==> src/rtl/seg_scan_ctrl.sv <==
// Multiplexed seven-segment scan controller: refresh prescaler, digit scan,
// tear-free shadow commit at frame wrap, decimal points, blinking and leading-zero blanking.
module seg_scan_ctrl #(
    parameter int NUM_DIGITS     = 8,
    parameter int SCAN_DIV       = 100000,
    parameter int BLINK_FRAMES   = 64,
    parameter bit SEG_ACTIVE_LOW = 1'b1,
    parameter bit SEL_ACTIVE_LOW = 1'b1
) (
    input  logic                    clk,
    input  logic                    reset,
    input  logic [4*NUM_DIGITS-1:0] num_in,
    input  logic [NUM_DIGITS-1:0]   dp_in,
    input  logic [NUM_DIGITS-1:0]   blink_in,
    input  logic                    lz_blank,
    input  logic                    load,
    output logic                    pending,
    output logic                    frame_done,
    output logic [6:0]              seg,
    output logic                    dp,
    output logic [NUM_DIGITS-1:0]   sel
);

    localparam int IDX_W = (NUM_DIGITS > 1) ? $clog2(NUM_DIGITS) : 1;
    localparam int PRE_W = $clog2(SCAN_DIV);
    localparam int BLK_W = (BLINK_FRAMES > 1) ? $clog2(BLINK_FRAMES) : 1;

    localparam logic [6:0]            SEG_OFF = SEG_ACTIVE_LOW ? 7'h7F : 7'h00;
    localparam logic                  DP_OFF  = SEG_ACTIVE_LOW;
    localparam logic [NUM_DIGITS-1:0] SEL_OFF = SEL_ACTIVE_LOW ? {NUM_DIGITS{1'b1}} : {NUM_DIGITS{1'b0}};

    logic [PRE_W-1:0]        prescaler;
    logic [IDX_W-1:0]        idx;
    logic [BLK_W-1:0]        blink_cnt;
    logic                    phase;

    logic [4*NUM_DIGITS-1:0] act_num, pend_num;
    logic [NUM_DIGITS-1:0]   act_dp, pend_dp;
    logic [NUM_DIGITS-1:0]   act_blink, pend_blink;
    logic                    act_lz, pend_lz;

    logic                    tick, frame_wrap;
    logic                    zero_run;
    logic [NUM_DIGITS-1:0]   lz_mask;
    logic [NUM_DIGITS-1:0]   sel_on;
    logic [3:0]              nibble;
    logic                    cur_dp, cur_blink, cur_lz;
    logic [6:0]              glyph;
    logic [6:0]              seg_on;
    logic                    dp_on;

    assign tick       = (prescaler == PRE_W'(SCAN_DIV - 1));
    assign frame_wrap = tick && (idx == IDX_W'(NUM_DIGITS - 1));

    // A digit is a leading zero when it and every digit above it are zero; digit 0 always shows.
    always_comb begin
        zero_run  = 1'b1;
        lz_mask   = '0;
        sel_on    = '0;
        nibble    = 4'h0;
        cur_dp    = 1'b0;
        cur_blink = 1'b0;
        cur_lz    = 1'b0;
        for (int k = NUM_DIGITS - 1; k >= 0; k--) begin
            zero_run = zero_run && (act_num[4*k +: 4] == 4'h0);
            if (k != 0) lz_mask[k] = zero_run;
        end
        for (int k = 0; k < NUM_DIGITS; k++) begin
            if (idx == IDX_W'(k)) begin
                sel_on[k] = 1'b1;
                nibble    = act_num[4*k +: 4];
                cur_dp    = act_dp[k];
                cur_blink = act_blink[k];
                cur_lz    = lz_mask[k];
            end
        end
    end

    always_comb begin
        case (nibble)
            4'h0: glyph = 7'h3F;
            4'h1: glyph = 7'h06;
            4'h2: glyph = 7'h5B;
            4'h3: glyph = 7'h4F;
            4'h4: glyph = 7'h66;
            4'h5: glyph = 7'h6D;
            4'h6: glyph = 7'h7D;
            4'h7: glyph = 7'h07;
            4'h8: glyph = 7'h7F;
            4'h9: glyph = 7'h6F;
            4'hA: glyph = 7'h77;
            4'hB: glyph = 7'h7C;
            4'hC: glyph = 7'h39;
            4'hD: glyph = 7'h5E;
            4'hE: glyph = 7'h79;
            default: glyph = 7'h71;
        endcase
        seg_on = ((phase && cur_blink) || (act_lz && cur_lz)) ? 7'h00 : glyph;
        dp_on  = cur_dp && !(phase && cur_blink);
    end

    // Pending shadow is copied into the active shadow only at the frame wrap,
    // so a frame is never drawn from a mix of old and new data.
    always_ff @(posedge clk or posedge reset) begin
        if (reset) begin
            prescaler  <= '0;
            idx        <= '0;
            blink_cnt  <= '0;
            phase      <= 1'b0;
            act_num    <= '0;
            act_dp     <= '0;
            act_blink  <= '0;
            act_lz     <= 1'b0;
            pend_num   <= '0;
            pend_dp    <= '0;
            pend_blink <= '0;
            pend_lz    <= 1'b0;
            pending    <= 1'b0;
            frame_done <= 1'b0;
            seg        <= SEG_OFF;
            dp         <= DP_OFF;
            sel        <= SEL_OFF;
        end else begin
            prescaler  <= tick ? '0 : prescaler + 1'b1;
            frame_done <= frame_wrap;
            if (tick) begin
                idx <= (idx == IDX_W'(NUM_DIGITS - 1)) ? '0 : idx + 1'b1;
            end
            if (frame_wrap) begin
                if (blink_cnt == BLK_W'(BLINK_FRAMES - 1)) begin
                    blink_cnt <= '0;
                    phase     <= ~phase;
                end else begin
                    blink_cnt <= blink_cnt + 1'b1;
                end
                if (pending) begin
                    act_num   <= pend_num;
                    act_dp    <= pend_dp;
                    act_blink <= pend_blink;
                    act_lz    <= pend_lz;
                end
            end
            if (load) begin
                pend_num   <= num_in;
                pend_dp    <= dp_in;
                pend_blink <= blink_in;
                pend_lz    <= lz_blank;
                pending    <= 1'b1;
            end else if (frame_wrap) begin
                pending <= 1'b0;
            end
            seg <= SEG_ACTIVE_LOW ? ~seg_on : seg_on;
            dp  <= SEG_ACTIVE_LOW ? ~dp_on : dp_on;
            sel <= SEL_ACTIVE_LOW ? ~sel_on : sel_on;
        end
    end

endmodule

==> config.mk <==
export PLATFORM = sky130hd
export DESIGN_NAME = seg_scan_ctrl
export DESIGN_NICKNAME = d
export VERILOG_FILES = /design/src/rtl/seg_scan_ctrl.sv
export SDC_FILE = /design/constraint.sdc
export NUM_CORES = 1
export LEC_CHECK = 0
export CAP_MARGIN = 15
export CORE_MARGIN = 8
export CORE_UTILIZATION = 35
export DETAILED_ROUTE_END_ITERATION = 7
export PLACE_DENSITY = 0.66
export SYNTH_ARGS = -nofsm -noshare
export SYNTH_HDL_FRONTEND = slang
export SYNTH_SLANG_ARGS = --single-unit
==> constraint.sdc <==
create_clock -name clk -period 4.8 [get_ports clk]
set_input_delay 0.96 -clock clk [delete_from_list [all_inputs] [get_ports clk]]
set_output_delay 0.96 -clock clk [all_outputs]
set_load 0.005 [all_outputs]
Word-level counts from Yosys, hierarchy flattened
Memory sizes are Yosys's and may differ from the RTL's.
Cells that the tools add are included.
W data, S select, Z words.
Word-level totals
  register bits after elaboration: 143
  ROM bits: 112
  output and inout bits: 18
  word-level logic and storage cells: 102
  memories kept: 1
Operators by class
  $add $sub $neg: 3
  eq/ne operators: 9
  mux-type cells: 45
  bitwise operators: 4
  reduce and logical (&&, ||, !) cells: 23
Memories
  (no name shown): depth 16, width 7, read ports 1, clocked after Yosys merged registers in 0, wr ports 0, line 80  | case (nibble)
Operator list (number)
  $mux W1: 33
  $mux W4: 8
  $logic_not A4 Y1: 7
  $add A17 B1 Y17 const B: 1
  $eq A17 B17 Y1 const B: 1
  $mux W17: 1
  $eq A3 B3 Y1 const B: 4
  $logic_and A1 B1 Y1: 10
  $not A8 Y8: 1
  $mux W7: 1
  $not A7 Y7: 1
  $add A6 B1 Y6 const B: 1
  $eq A3 B2 Y1 const B: 2
  $eq A6 B6 Y1 const B: 1
  $mux W6: 1
  $reduce_and A2 Y1: 2
  $add A3 B1 Y3 const B: 1
  $eq A3 B1 Y1 const B: 1
  $logic_not A3 Y1: 1
  $mux W3: 1
  $not A1 Y1: 2
  $reduce_bool A2 Y1: 1
  $logic_not A1 Y1: 1
  $logic_or A1 B1 Y1: 1

Logic depth before layout (Yosys ltp)
Gate-level depths: netlist of run 1.
  depth in word-level cells: 18
  mapped depth: 13

Worst setup path before layout of run 1
Ideal clock, no wire load.
  path kind: reg2reg
  start point: register idx[2]
  end point: register seg[5]
  library setup time: 0.103 ns
  arrival time: 2.676 ns
  data required time: 4.697 ns
  path slack: 2.021 ns
  stages on the path, launching flop included: 14
  buffers on the path: 1
  cells stage by stage: dfrtp_1 clkinv_1 ha_1 clkbuf_1 inv_1 o221ai_1 o22ai_1 a31oi_1 o21ai_0 inv_1 ha_1 mux2_2 nand2_1 o211ai_1
On the way
  cells in the longest elaborated chain, start to end: 13
  elaborated cells between the ends (all ways): 37
RTL lines
  start, declared: line 33  | logic [IDX_W-1:0] idx;
  start signal, assigned: line 127  | idx <= (idx == IDX_W'(NUM_DIGITS - 1)) ? '0 : idx + 1'b1;
  branches (longest 11 deep; another with $mem_v2 Z16 W7)
  $mux W7 *: line 98  | seg_on = ((phase && cur_blink) || (act_lz && cur_lz)) ? 7'h00 : glyph;
  $not A7 Y7 *: line 152  | seg <= SEG_ACTIVE_LOW ? ~seg_on : seg_on;
  end signal, assigned: line 152
  end, declared: line 19  | output logic [6:0] seg,
Mark *: on every way between the ends.
A chain may end at the register's enable or synchronous reset.

Worst setup path in the final report of run 1
Ends and elaborated chain as after synthesis.

==> out/qor.csv, run 1 <==
stage,metric,value,unit
logic_synthesis,synth.yosys.seq_area_share,57.1,%
logic_synthesis,syn_nets,563,
logic_synthesis,syn-cell-area,6300,µm²
routing,drt_iter0_markers,269,
placement,portBuffers,69,
final_layout,diodes,0,
routing,firstDrtPassIters,4,
worst_setup_path,r2r-start,idx[2],
sta,final_max_slew_viol_count,0,
sta,relSlewSlack,29.7,%
floorplan,die_w,150,µm
power,max-vdd-ir-drop,0.000243,V
placement,gp_congestion,0.886,
routing,drt-total-wl,13600,µm
grt,overflow,0,
logic_synthesis,ys_async_sr_fraction,100,%
power,power.density,367,nW/µm²
floorplan,rows,49,
final_layout,fin_util,44.3,%
floorplan,initial_core_util,35.3,%
clocking,postCtsHoldBufs,0,
clocking,clock_latency,0.42,ns
logic_synthesis,synthMuxAreaShare,18.9,%
placement,hpwlAfterDp,9590,µm
worst_setup_path,crit_path_cell_trace,clkinv_1 -> ha_1 -> inv_1 -> o221ai_1 -> o22ai_1 -> a31oi_1 -> o21ai_0 -> inv_1 -> ha_1 -> mux2_2 -> nand2_1 -> o211ai_1,
logic_synthesis,synth-seq-cells,143,
routing,routed_via_density,5.13,
final_layout,syn2layout_area_growth,25.3,%
worst_setup_path,cp.required,5.11,ns
floorplan,die_height,150,µm
clocking,cts_setup_buffers,0,
floorplan,core,17800,µm²
worst_hold_path,hold_depth,1,
grt,grt_use_total,12.8,%
worst_setup_path,rrSetupSlack,1.08,ns
routing,vias,4146,
worst_setup_path,crit_arrival,4.02,ns
worst_setup_path,critical_path.top_delay_family,compound AO/OA/AOI/OAI gates,
floorplan,io_pins,70,
logic_synthesis,synth-edff-count,0,
logic_synthesis,synth_compound_area_share,8.02,%
grt,grt_max_degree,109,
logic_synthesis,dominantRegCellSynth,dfrtp_1,
clocking,cts.repair.resized,0,
worst_hold_path,hp-start,phase,
routing,drc_errors,0,
clocking,clock-root-buffer,clkbuf_16,
logic_synthesis,synth_top_family_by_area,multiplexers,
clocking,clock_path_buffers,2,
sta,period_minus_slack,3.72,ns
placement,post-place-cells,775,
worst_setup_path,critical_path_class,reg2reg,
grt,grt_pass1_wl,22700,µm
worst_setup_path,slowest_delay,0.68,ns
sta,rsz0062_at_grt,false,
logic_synthesis,synthSimpleGateAreaFrac,8.43,%
power,leakage,3.52,nW
worst_setup_path,crit_buf_inv,3,
logic_synthesis,ys_warn_count,0,
final_layout,nFillCells,1566,
floorplan,dieArea,22600,µm²
worst_setup_path,reg2reg_depth,12,
worst_hold_path,min_path_type,reg2reg,
job,drv_cap,0,
sta,worst_slew_pin_slew,1.05,ns
sta,finalClockSkew,0.00758,ns
clocking,clock_sinks,143,
sta,finalHoldViolCount,0,
clocking,tritoncts,yes,
sta,setup-violations-final,0,
logic_synthesis,ys_types,55,
logic_synthesis,synthAdderAreaFrac,2.78,%
sta,clock.fmax,269,MHz
clocking,htree_levels,4,
worst_setup_path,cp_max_fo,16,
grt,grt_pass1_vias,4406,
worst_setup_path,critPathCaptureType,flop,
final_layout,drive_above_1_share,27.1,%
worst_setup_path,critPathLaunchType,flop,
sta,min_period_over_period,77.5,%
worst_setup_path,r2r_end,seg[5],
logic_synthesis,synthXorXnorAreaFrac,2.22,%
final_layout,fin_nets,632,
worst_hold_path,worstHoldEndpoint,phase,
clocking,cts_made_buffers,17,
sta,setup-tns-final,0,ns
routing,routedWlPerCell,16.8,µm
final_layout,layout.cells.non_filler,808,
worst_setup_path,cp_slowest_cell,dfrtp_1,
logic_synthesis,avgSynthCellArea,12.7,µm²
power,power,2.90,mW
logic_synthesis,syn_inst,497,
grt,grt_antenna_before_repair,0,
routing,antenna_left,0,
clocking,cts.clk_slew.worst_paths,0.06,ns
outcome,status,completed,
==> state kept, by name, summed over array words and instances (netlist names) <==
register,cells
pend_blink,8
pending,1
idx,3
phase,1
seg,7
frame_done,1
sel,8
blink_cnt,6
act_lz,1
act_num,32
pend_dp,8
act_dp,8
dp,1
pend_lz,1
prescaler,17
act_blink,8
pend_num,32
==> report_power, final <==
group	internal (mW)	switching [mW]	total, mW
Combinational	0.0753	0.0462	0.121
Clock	1.02	0.488	1.51
Sequential	1.25	0.0245	1.27
==> worst max path at each step <==
stage	slack (ns)	startpoint	endpoint	cells past startpoint
floorplan	0.03	reset	act_blink[0]	1
global route	0.79	idx[2]	seg[5]	12
global placement	1.44	idx[2]	seg[5]	12
detailed placement	1.22	idx[2]	seg[5]	12
CTS	1.18	idx[2]	seg[5]	12
finish	1.08	idx[2]	seg[5]	12
==> layout by cell type (no fill, tap or decap), drive strengths merged, types with 4 or more instances in the layout <==
master,n
nand2,38
or3,4
inv,12
and3,4
a21oi,26
nand3,14
clkinv,4
xnor2,11
mux2,100
o221ai,4
buf,5
dfstp,16
clkdlybuf4s50,68
nor2,14
o21ai,22
dfrtp,127
bufinv,6
nor4,5
nand4,5
clkbuf,23
ha,14
xor2,5
a31oi,4
==> cells in the mapped netlist, types with 2 or more instances <==
cell	instances	area [µm²]
a211o_1	3	26.3
a21oi_1	26	130
a31oi_1	4	25.0
a32oi_1	2	17.5
and3_1	4	25.0
and4_1	2	17.5
buf_1	2	7.51
buf_2	4	20.0
buf_6	2	22.5
clkbuf_1	15	56.3
dfrtp_1	127	3180
dfstp_2	16	420
ha_1	14	175
inv_1	12	45.0
mux2_2	90	1010
mux2_4	10	150
mux2i_1	3	30.0
nand2_1	36	135
nand2b_1	2	12.5
nand3_1	14	70.1
nand4_1	5	31.3
nor2_1	14	52.6
nor3_1	3	15.0
nor3b_1	3	22.5
nor4_1	4	25.0
o211ai_1	3	22.5
o21a_1	3	22.5
o21ai_0	22	110
o221ai_1	4	35.0
o22ai_1	3	18.8
o31ai_1	3	22.5
or3_1	4	25.0
or4_1	2	15.0
xnor2_1	11	96.3
xor2_1	5	43.8
==> metrics by stage <==
stage               area [µm²]  hold slack (ns)  setup slack [ns]
finish                    7900            0.465              1.08
global route              7900            0.502             0.789
CTS                       7880            0.466              1.18
detailed placement        7200            0.451              1.22
global placement          7200            0.455              1.44
floorplan                 6300            0.435            0.0286
==> logic make-up (layout without fill, tap and decap cells) <==
family	count (synthesis)	count (layout)
muxes	103	103
DFF	143	143
AOI/OAI and AO/OA	82	82
and+or+nand+nor	102	102
buffers and inverters	37	119
xor gates and xnor gates	16	16
adders and majority gates	14	14
==> cell type report <==
class                      instances  area (µm²)  share of cell area, %
multi-input combinational        317        2550                   32.2
inverter                          14        58.8                  0.744
timing repair buffer              73         728                   9.22
clock buffer                      23         478                   6.05
sequential                       143        3600                   45.5
tap                              229         287                   3.63
clock inverter                     9         205                   2.60
==> metal layers <==
layer,up-vias,part of all wire (%),track usage [%]
met5,-,0,0
met4,0,1.4,4.70
met3,21,5.7,3.73
met2,114,48,20.3
met1,2087,45,16.3
li1,1924,-,-
Note: power is estimated with default switching activity, not from simulation.
==> run 2: changes to the inputs <==
--- a/config.mk
+++ b/config.mk
@@ -9,7 +9,7 @@
 export CORE_MARGIN = 8
 export CORE_UTILIZATION = 35
 export DETAILED_ROUTE_END_ITERATION = 7
-export PLACE_DENSITY = 0.66
+export PLACE_DENSITY = 0.64
 export SYNTH_ARGS = -nofsm -noshare
 export SYNTH_HDL_FRONTEND = slang
 export SYNTH_SLANG_ARGS = --single-unit
==> constraint.sdc (replaced) <==
create_clock -name clk -period 3.87 [get_ports clk]
set_input_delay 0.774 -clock clk [delete_from_list [all_inputs] [get_ports clk]]
set_output_delay 0.774 -clock clk [all_outputs]
set_load 0.005 [all_outputs]
==> run 2 against run 1 <==
Sequential share of layout area increased by 0.22 points. Fmax grew 7.6%. Via count shrank 1.5%. Register-to-register slack lost 0.67 ns. Count of clock-buffer cells in the layout shrank 2. Final area fell by 0.49%. Die area did not move. Power grew 19%. First-iteration DRC count increased by 19%. Wire length grew 0.15%. Clock skew up 0.00061 ns. Setup slack worse by 0.67 ns. Critical path type unchanged. Critical endpoint is now seg[0]. Highest routed layer unchanged.
==> out/qor.csv, run 2 (synthesized netlist as in run 1, its figures left out) <==
stage,metric,value,unit
outcome,status,completed,
routing,routed_via_density,5.05,
grt,grt_pass1_wl,22700,µm
floorplan,core,17800,µm²
worst_setup_path,cp_slowest_cell,ha_1,
sta,finalHoldViolCount,0,
final_layout,final_common_cell,dfrtp_1,
sta,min_period_over_period,89.3,%
clocking,cts.clk_slew.worst_paths,0.06,ns
sta,setup-violations-final,0,
clocking,postCtsHoldBufs,0,
sta,timing.hold.ws,0.471,ns
worst_setup_path,crit_top_cell,inv_1,
sta,finalClockSkew,0.00820,ns
grt,overflow,0,
final_layout,fin_nets,632,
routing,drc_errors,0,
routing,vias,4083,
final_layout,drive_above_1_share,27.5,%
final_layout,top_regs,"act_num (32), pend_num (32), prescaler (17)",
power,max-vdd-ir-drop,0.000298,V
routing,drt-total-wl,13600,µm
clocking,clock_latency,0.42,ns
final_layout,diodes,0,
clocking,cts.repair.resized,0,
grt,grt_max_degree,144,
final_layout,syn2layout_area_growth,24.7,%
routing,drt_iter0_markers,319,
sta,final_max_slew_viol_count,0,
floorplan,io_pins,70,
placement,hpwlAfterDp,9370,µm
routing,firstDrtPassIters,5,
clocking,cts_setup_buffers,0,
sta,worst_slew_pin_slew,1.04,ns
sta,clock.fmax,289,MHz
clocking,clock_sinks,143,
power,leakage,3.50,nW
grt,grt_use_total,12.8,%
worst_hold_path,min_path_type,reg2reg,
job,drv_cap,0,
clocking,clock-root-buffer,clkbuf_16,
clocking,clock_path_buffers,2,
worst_setup_path,cp_max_fo,18,
sta,relSlewSlack,30.2,%
floorplan,initial_core_util,35.3,%
grt,grt_pass1_vias,4456,
worst_setup_path,crit_arrival,3.76,ns
clocking,cts_made_buffers,17,
clocking,htree_levels,4,
floorplan,rows,49,
sta,period_minus_slack,3.46,ns
floorplan,die_w,150,µm
grt,grt_antenna_before_repair,0,
worst_setup_path,critical_path_class,reg2reg,
worst_setup_path,critPathCaptureType,flop,
worst_setup_path,cp.required,4.18,ns
sta,setup-tns-final,0,ns
placement,gp_congestion,0.840,
worst_setup_path,slowest_delay,0.59,ns
final_layout,final_cell_mix,"dfrtp_1, mux2_2, clkdlybuf4s50_1",
sta,rsz0062_at_grt,false,
floorplan,die_height,150,µm
worst_setup_path,critPathLaunchType,flop,
clocking,tritoncts,yes,
routing,routedWlPerCell,16.9,µm
routing,antenna_left,0,
floorplan,dieArea,22600,µm²
power,power.density,440,nW/µm²
worst_setup_path,crit_path_cell_trace,inv_1 -> ha_1 -> inv_1 -> o221ai_1 -> o211ai_1 -> a21oi_1 -> inv_1 -> ha_1 -> or3_1 -> o21ai_0 -> o21ai_0,
placement,portBuffers,69,
## run 2: cell types whose count changed in the layout (fill, tap and decap cells not counted), sizes merged
cell / change
bufinv: -2
clkbuf: -2
clkinv: +2
clkinvlp: +3
inv: -1
## run 2: worst paths after layout
kind                           endpoint  cells past startpoint  slack (ns)    from
min in group asynchronous    pend_dp[4]                      3        0.87   reset
max reg2reg                      seg[0]                     11        0.41  idx[1]
max in group asynchronous  blink_cnt[4]                      3        2.32   reset
min reg2reg                       phase                      1        0.47   phase
max                              seg[0]                     11        0.41  idx[1]
min                               phase                      1        0.47   phase
## run 2: layout make-up
type	count	area (µm²)
Timing Repair Buffer	73	741
Clock inverter	11	163
Fill cell	1598	9980
Inverter	14	57.6
Tap cell	229	287
Sequential cell	143	3600
Multi-Input combinational cell	317	2550
Clock buffer	21	470
## run 2: routing by layer
metal / vias to the layer above / track usage [%] / wire [µm]
met2: 105 / 19.9 / 6410
met5: - / 0 / 0
met3: 14 / 3.61 / 677
met1: 2039 / 16.8 / 6360
li1: 1925 / - / -
met4: 0 / 4.80 / 176
## run 2: worst max-delay path: cells and delay by family (launching register included)
kind	cells	cell delay [ns]
fa+ha+maj	2	0.87
compound gates	5	1.08
buf+inv	3	0.59
flops	1	0.40
simple gates	1	0.40
## run 2: stage by stage
step                instances  total power [mW]  util, %  instance area [µm²]  worst slack (ns)
global placement          775              1.75     40.4                 7210             0.637
CTS                       807              3.50     44.0                 7840             0.430
global route              808              3.59     44.1                 7860            0.0782
finish                    808              3.46     44.1                 7860             0.414
detailed placement        775              1.76     40.4                 7210             0.459
floorplan                 497              1.68        -                 6310              1.09
## run 2: report_power, final
group          switching [mW]  total [mW]  internal [mW]
clock                   0.606        1.73           1.12
combinational          0.0574       0.151         0.0940
sequential             0.0292        1.58           1.55
total                   0.692        3.46           2.77
